**config.mk**
```make
export PLATFORM = sky130hd
export DESIGN_NAME = scan_test_ctrl
export DESIGN_NICKNAME = d
export VERILOG_FILES = /design/src/rtl/scan_test_ctrl.sv
export SDC_FILE = /design/constraint.sdc
export NUM_CORES = 1
export LEC_CHECK = 0
export ABC_CLOCK_PERIOD_IN_PS = 1350
export BUFFER_PORTS_ARGS = -buffer_cell sky130_fd_sc_hd__buf_4
export CORE_ASPECT_RATIO = 1.1
export CORE_MARGIN = 8
export CORE_UTILIZATION = 40
export CTS_CLUSTER_SIZE = 24
export DETAILED_ROUTE_END_ITERATION = 16
export PLACE_DENSITY = 0.61
export REMOVE_ABC_BUFFERS = 1
export SLEW_MARGIN = 15
export SYNTH_ARGS = -nofsm -noshare
export SYNTH_HDL_FRONTEND = slang
export SYNTH_SLANG_ARGS = --single-unit
```
**constraint.sdc**
```tcl
create_clock -name CK -period 1.35 [get_ports CK]
set_input_delay 0.2025 -clock CK [delete_from_list [all_inputs] [get_ports CK]]
set_output_delay 0.2025 -clock CK [all_outputs]
set_load 0.1 [all_outputs]
```
**src/rtl/scan_test_ctrl.sv**
```systemverilog
// Scan-test sequencer for a single full-scan chain: per pattern it loads the chain, captures once,
// unloads the response and presents it with a pass/fail compare against expected values.
module scan_test_ctrl #(
  parameter int unsigned CHAIN_LEN = 3,
  parameter int unsigned NUM_PI    = 4,
  parameter int unsigned NUM_PO    = 1
) (
  input  logic                 CK,
  input  logic                 RSTN,
  input  logic                 pat_valid,
  output logic                 pat_ready,
  input  logic [CHAIN_LEN-1:0] pat_scan,
  input  logic [NUM_PI-1:0]    pat_pi,
  input  logic [CHAIN_LEN-1:0] exp_scan,
  input  logic [NUM_PO-1:0]    exp_po,
  output logic                 scan_en,
  output logic                 scan_in,
  output logic [NUM_PI-1:0]    pi,
  input  logic                 scan_out,
  input  logic [NUM_PO-1:0]    po,
  output logic                 rsp_valid,
  input  logic                 rsp_ready,
  output logic [CHAIN_LEN-1:0] rsp_scan,
  output logic [NUM_PO-1:0]    rsp_po,
  output logic                 rsp_fail
);

  localparam int unsigned CntW = (CHAIN_LEN > 1) ? $clog2(CHAIN_LEN) : 1;
  localparam logic [CntW-1:0] LastCnt = CntW'(CHAIN_LEN - 1);

  typedef enum logic [2:0] {StIdle, StLoad, StCapture, StUnload, StResp} state_e;

  state_e r_state, w_state_d;
  logic [CntW-1:0] r_cnt, w_cnt_d;

  logic [CHAIN_LEN-1:0] r_pat_scan, r_exp_scan;
  logic [NUM_PI-1:0]    r_pat_pi;
  logic [NUM_PO-1:0]    r_exp_po;

  logic                 r_pat_ready, w_pat_ready_d;
  logic                 r_scan_en, w_scan_en_d;
  logic                 r_scan_in, w_scan_in_d;
  logic [NUM_PI-1:0]    r_pi, w_pi_d;
  logic                 r_rsp_valid, w_rsp_valid_d;
  logic [CHAIN_LEN-1:0] r_rsp_scan, w_rsp_scan_d;
  logic [NUM_PO-1:0]    r_rsp_po, w_rsp_po_d;
  logic                 r_rsp_fail, w_rsp_fail_d;

  logic                 w_accept;
  logic [CHAIN_LEN-1:0] w_scan_src;
  logic [NUM_PI-1:0]    w_pi_src;

  assign w_accept = (r_state == StIdle) && pat_valid && r_pat_ready;

  // Outputs are registered from next state, so the accepting edge must see the live pattern.
  assign w_scan_src = w_accept ? pat_scan : r_pat_scan;
  assign w_pi_src   = w_accept ? pat_pi : r_pat_pi;

  always_ff @(posedge CK or negedge RSTN) begin
    if (!RSTN) begin
      r_state <= StIdle;
      r_cnt   <= '0;
    end else begin
      r_state <= w_state_d;
      r_cnt   <= w_cnt_d;
    end
  end

  always_comb begin
    w_state_d = r_state;
    w_cnt_d   = r_cnt;
    case (r_state)
      StIdle: begin
        if (w_accept) begin
          w_state_d = StLoad;
          w_cnt_d   = '0;
        end
      end
      StLoad: begin
        if (r_cnt == LastCnt) begin
          w_state_d = StCapture;
          w_cnt_d   = '0;
        end else begin
          w_cnt_d = r_cnt + CntW'(1);
        end
      end
      StCapture: begin
        w_state_d = StUnload;
        w_cnt_d   = '0;
      end
      StUnload: begin
        if (r_cnt == LastCnt) begin
          w_state_d = StResp;
          w_cnt_d   = '0;
        end else begin
          w_cnt_d = r_cnt + CntW'(1);
        end
      end
      StResp: begin
        if (r_rsp_valid && rsp_ready) w_state_d = StIdle;
      end
      default: begin
        w_state_d = StIdle;
        w_cnt_d   = '0;
      end
    endcase
  end

  always_comb begin
    w_pat_ready_d = (w_state_d == StIdle);
    w_scan_en_d   = (w_state_d == StLoad) || (w_state_d == StUnload);
    w_scan_in_d   = (w_state_d == StLoad) ? w_scan_src[w_cnt_d] : 1'b0;
    w_pi_d        = ((w_state_d == StLoad) || (w_state_d == StCapture)) ? w_pi_src : '0;
    w_rsp_valid_d = (w_state_d == StResp);

    w_rsp_po_d = r_rsp_po;
    if (r_state == StCapture) w_rsp_po_d = po;

    // scan_out still shows the pre-shift cell on the edge ending each unload cycle.
    w_rsp_scan_d = r_rsp_scan;
    if (r_state == StUnload) w_rsp_scan_d[r_cnt] = scan_out;

    w_rsp_fail_d = r_rsp_fail;
    if ((r_state == StUnload) && (r_cnt == LastCnt)) begin
      w_rsp_fail_d = (w_rsp_scan_d != r_exp_scan) || (w_rsp_po_d != r_exp_po);
    end
  end

  always_ff @(posedge CK or negedge RSTN) begin
    if (!RSTN) begin
      r_pat_scan  <= '0;
      r_exp_scan  <= '0;
      r_pat_pi    <= '0;
      r_exp_po    <= '0;
      r_pat_ready <= 1'b0;
      r_scan_en   <= 1'b0;
      r_scan_in   <= 1'b0;
      r_pi        <= '0;
      r_rsp_valid <= 1'b0;
      r_rsp_scan  <= '0;
      r_rsp_po    <= '0;
      r_rsp_fail  <= 1'b0;
    end else begin
      if (w_accept) begin
        r_pat_scan <= pat_scan;
        r_exp_scan <= exp_scan;
        r_pat_pi   <= pat_pi;
        r_exp_po   <= exp_po;
      end
      r_pat_ready <= w_pat_ready_d;
      r_scan_en   <= w_scan_en_d;
      r_scan_in   <= w_scan_in_d;
      r_pi        <= w_pi_d;
      r_rsp_valid <= w_rsp_valid_d;
      r_rsp_scan  <= w_rsp_scan_d;
      r_rsp_po    <= w_rsp_po_d;
      r_rsp_fail  <= w_rsp_fail_d;
    end
  end

  assign pat_ready = r_pat_ready;
  assign scan_en   = r_scan_en;
  assign scan_in   = r_scan_in;
  assign pi        = r_pi;
  assign rsp_valid = r_rsp_valid;
  assign rsp_scan  = r_rsp_scan;
  assign rsp_po    = r_rsp_po;
  assign rsp_fail  = r_rsp_fail;

endmodule
```
# Yosys cells after proc, flatten, opt, wreduce, memory -nomap -nowiden
# Index checks and enable logic that the tools add are counted.
# word_totals
regBits	29
latchBits	0
ram_bits	0
romBits	0
in_bits	17
output_inout_bits	13
elab_cells	59
memories	0
# classes
add_sub_neg	1
n_mul	0
div_mod_pow	0
n_lt_le_gt_ge	3
eq_ne	11
shifts	0
muxes	19
n_bitwise	0
reduce_logical	11
# ops
operator	n
2-to-1 mux 3 bit	6
case mux 3 bit (5 select lines)	1
== test 3 x 2 -> 1 bit (second input constant)	4
2-to-1 mux 4 bit	2
== test 3 x 1 -> 1 bit (second input constant)	2
== test 3 bit (second input constant)	2
zero test 3 bit	2
less-than comparator 2 x 3 -> 1 bit (second input constant)	2
case mux 2 bit (3 select lines)	1
logical AND 1 bit	5
2-to-1 mux 1 bit	4
2-to-1 mux 2 bit	2
bitwise mux 3 bit	1
logical OR 1 bit	3
inequality test 3 bit	1
adder 2 x 1 -> 2 bit (second input constant)	1
binary-select mux 1 bit (select 2 bit)	1
demux 1 bit (select 2 bit)	1
== test 2 bit (second input constant)	1
>= comparator 2 x 1 -> 1 bit (second input constant)	1
OR reduction 2 bit	1
inequality test 1 bit	1

# Logic depth before layout (Yosys ltp)
# depth
depth_word	8
mapped_depth	6
mapped_depth_nobuf	5

# Least setup slack after synthesis
# OpenSTA, ideal clock, no wires.
# synth_path
path_kind	reg-to-reg
from	reg r_pat_ready (netlist: pat_ready)
to	reg r_pi[0] (netlist: pi[0])
setup_ps	121
arrival_time_ps	1912
t_required_ps	1229
slack_ps	-683
path_stages_with_launch	5
path_buffers	0
period_less_slack_ps	2033
path_cell_list	dfrtp_1 -> and3b_1 -> nand2_2 -> mux2_1 -> nor2b_1
# synth_between
word_cells_on_any_way	8
classes_between	eq/ne: 2; mux: 4; reduce/logical: 2
# synth_rtl
element	line_no	source
from (decl)	40	logic r_pat_ready, w_pat_ready_d;
from (signal assigned)	150	r_pat_ready <= w_pat_ready_d;
logical AND 1 bit	53	assign w_accept = (r_state == StIdle) && pat_valid && r_pat_ready;
2-to-1 mux 4 bit	n/a	
named net w_pi_src[0]	51	logic [NUM_PI-1:0] w_pi_src;
2-to-1 mux 4 bit	113	w_pi_d = ((w_state_d == StLoad) || (w_state_d == StCapture)) ? w_pi_src : '0;
named net w_pi_d[0]	43	logic [NUM_PI-1:0] r_pi, w_pi_d;
to (signal assigned)	153	r_pi <= w_pi_d;
to (decl)	43	
# The timed path passes the listed nets, and every way through them passes these cells.
# A chain may end at the register's enable or synchronous reset.

# Worst setup path in the final report
# layout_path
from	reg r_state[2]
to	reg r_scan_in (netlist: scan_in)
# layout_between
elab_chain_len	8
word_cells_on_any_way	20
classes_between	eq/ne: 5; mux: 11; reduce/logical: 4
# layout_lines
element	line_no	source
from (decl)	33	state_e r_state, w_state_d;
from (signal assigned)	61	r_state <= StIdle;
from (signal assigned)	64	r_state <= w_state_d;
zero test 3 bit	53, 72	
logical AND 1 bit (2 in a row)	53	
2-to-1 mux 2 bit	74	if (w_accept) begin
case mux 2 bit (3 select lines) (*)	72	case (r_state)
named net w_cnt_d[1]	34	logic [CntW-1:0] r_cnt, w_cnt_d;
binary-select mux 1 bit (select 2 bit) (*)	112	w_scan_in_d = (w_state_d == StLoad) ? w_scan_src[w_cnt_d] : 1'b0;
2-to-1 mux 1 bit (not written as such) (*)	112	
2-to-1 mux 1 bit (*)	112	
named net w_scan_in_d	42	logic r_scan_in, w_scan_in_d;
to (signal assigned)	152	r_scan_in <= w_scan_in_d;
to (decl)	42	
# The timed path passes the listed nets; every way through them passes the cells marked *. The select of a mux whose other input is x is not followed.

==> flow_summary.yaml <==
worst_setup_path:
  crit_family: "flip-flops"
  path_buf_inv: 1
  path_cells: "and4bb_4, a31oi_2, inv_1, a211oi_1, o31a_1"
  critPathArrivalTime_ns: 1.73
  end_kind: "register"
  required_ns: 1.56
  cpPeakStageDelay_ns: 0.47
  crit_fanout: 6
  start_kind: "register"
  worstSetupPathType: "register to register"
  slowest_stage: "dfrtp_2"
clocking:
  clk_pin_slew_ns: 0.09
  numCtsBuffers: 5
  worstSkewPairLatency_ns: 0.33
  clock_sinks: 29
  cts_tree: "yes"
  cts_max_level: 2
  clk_path_buf_depth: 2
  cts_root_buffer: "clkbuf_4"
logic_synthesis:
  ys_types: 40
  synthArstFlopShare_pct: 100
  synth_area_leaders: "dfrtp_1 (54%), mux2_1 (8.4%), nand2_1 (2.8%)"
  postSynthCellCount: 109
  synth_seq_cells: 29
  synth_area_um2: 1350
  synth_top_cell_area_share_pct: 53.9
  yosys-top-cells-count: "dfrtp_1 (29), mux2_1 (10), nand2_1 (10), a21oi_1 (5), nor2b_1 (5)"
  synth-main-ff-cell: "dfrtp_1"
  yosys_warnings: 0
  yosysSeqAreaShare_pct: 53.9
  synth_edf_count: 0
  yosys.area.top_type: "dfrtp_1"
  yosysMostFrequentCell: "dfrtp_1"
  syn_avg_cell_area_um2: 12.4
layout:
  final_nets: 185
  final_util_pct: 58.6
  antennaDiodeCount: 0
  drive_gt1_share_pct: 51.2
  syn2layout_area_growth_pct: 42.7
  fillers: 293
routing:
  vias: 1076
  drc_errors: 0
  drtPass1Iterations: 4
  routed_wl_mm: 3.07
  viasPerCell: 5.27
  drtAntennaViolNets: 0
  wl_per_cell_um: 15.0
  drtIter0Drc: 47
timing:
  hold_violations: 0
  fmax_mhz: 660
  tightestPinTransition_ns: 0.360
  fin_crit_sh_pct: 112
  rsz0062_at_grt: "true"
  finalCriticalPeriod_ns: 1.52
  setup_viol: 18
  drv_slew: 0
  layout_setup_ws_ns: -0.166
  holdWs_ns: 0.109
  maxSlewHeadroom_pct: 76.0
  finClkSkew_ns: 0.0103
grt:
  first_global_vias: 1125
  antenna_found_initial: 0
  grt_remaining_overflow: 0
  grt_max_degree: 30
  grt.total_usage_pct: 11.8
  grt_pass1_wl_mm: 5.13
place:
  port_buffers: 29
  dp_hpwl_mm: 2.23
  gp_congestion: 0.745
status:
  outcome: "finished with violations"
  violations: "negative setup slack"
floorplanning:
  die_w_um: 71.3
  initial_core_util_pct: 41.1
  ioPinCount: 30
  core_area_um2: 3280
  row_count: 22
  dieArea_um2: 5480
  die_h_um: 76.8
job:
  cap_violations: 0
worst_hold_path:
  hp-class: "input pin to register"
==> kinds of logic (layout without fill, tap and decap cells) <==
family	count (synthesis)	after routing	share of synthesized area [%]
buffers and inverters	5	64	2.51
multiplexers	12	12	9.94
flip-flops	29	29	53.9
AND/OR/NAND/NOR	40	40	21.1
XOR/XNOR	2	2	1.30
AO/OA/AOI/OAI	21	21	11.2
==> layout by cell type, fill, tap and decap left out, types with 3 or more instances in the layout <==
master,synthesis,routed
a211oi_1,3,3
a21oi_1,5,5
buf_4,0,49
buf_6,2,4
clkbuf_4,0,5
dfrtp_1,29,27
mux2_4,0,9
nand2_1,10,9
nand3_1,4,4
nor2b_1,5,3
o21ai_1,1,3
==> layer usage <==
metal | vias up | track usage, % | share of wire (%)
met3 | 6 | 6.24 | 7.6
met2 | 26 | 18.8 | 50
li1 | 515 | - | -
met4 | 0 | 5.00 | 1.9
met1 | 529 | 12.6 | 41
met5 | - | 0 | 0
==> stage by stage <==
step	worst slack, ns	instances	instance area [um^2]	setup TNS (ns)
2_1_floorplan	-0.684	106	1320	-9.55
3_3_place_gp	-0.212	191	1730	-2.42
3_5_place_dp	-0.256	191	1730	-2.87
4_1_cts	-0.157	202	1830	-1.73
5_1_grt	-0.257	204	1920	-3.13
6_report	-0.166	204	1920	-2.04
==> state kept, by name, summed over array words and instances (netlist names) <==
name,cells
scan_en,1
scan_in,1
pi,4
r_exp_po,1
r_cnt,2
r_pat_scan,3
rsp_fail,1
rsp_po,1
rsp_scan,3
pat_ready,1
r_pat_pi,4
rsp_valid,1
r_exp_scan,3
r_state,3
==> timing repair <==
| item | in CTS | in global routing |
|---|---|---|
| gates resized for setup | 8 | 18 |
| hold buffers | 1 | 0 |
| hold endpoints to repair | 29 | 0 |
| pin swaps | 6 | 4 |
| endpoints found under the setup margin | 21 | 23 |
| setup buffers | 3 | 2 |
==> worst paths after layout <==
check	cells after the start	slack [ns]	end	start
max	5	-0.17	scan_in	r_state[2]
min	2	0.11	r_exp_scan[2]	exp_scan[2]
max reg2reg	5	-0.17	scan_in	r_state[2]
min reg2reg	1	0.50	rsp_scan[2]	rsp_scan[2]
max in group asynchronous	2	0.75	r_state[0]	RSTN
min in group asynchronous	2	0.32	rsp_valid	RSTN
==> cell type report <==
type | instances | area [um^2] | area share [%]
clock buffers | 7 | 55.1 | 2.87
inverters | 2 | 7.51 | 0.391
multi-input cells | 75 | 657 | 34.2
flip-flops and latches | 29 | 728 | 37.9
well taps | 36 | 45.0 | 2.35
repair buffers | 55 | 428 | 22.3
==> worst reg2reg max path, stage by stage, from the launching register on <==
cell and delay, ns:
dfrtp_2 0.47, and4bb_4 0.41, a31oi_2 0.05, inv_1 0.11, a211oi_1 0.06, o31a_1 0.30
Power is left out: the tool's default activity adds up to more than one toggle a clock period on the data nets, which glitch-free logic cannot reach.
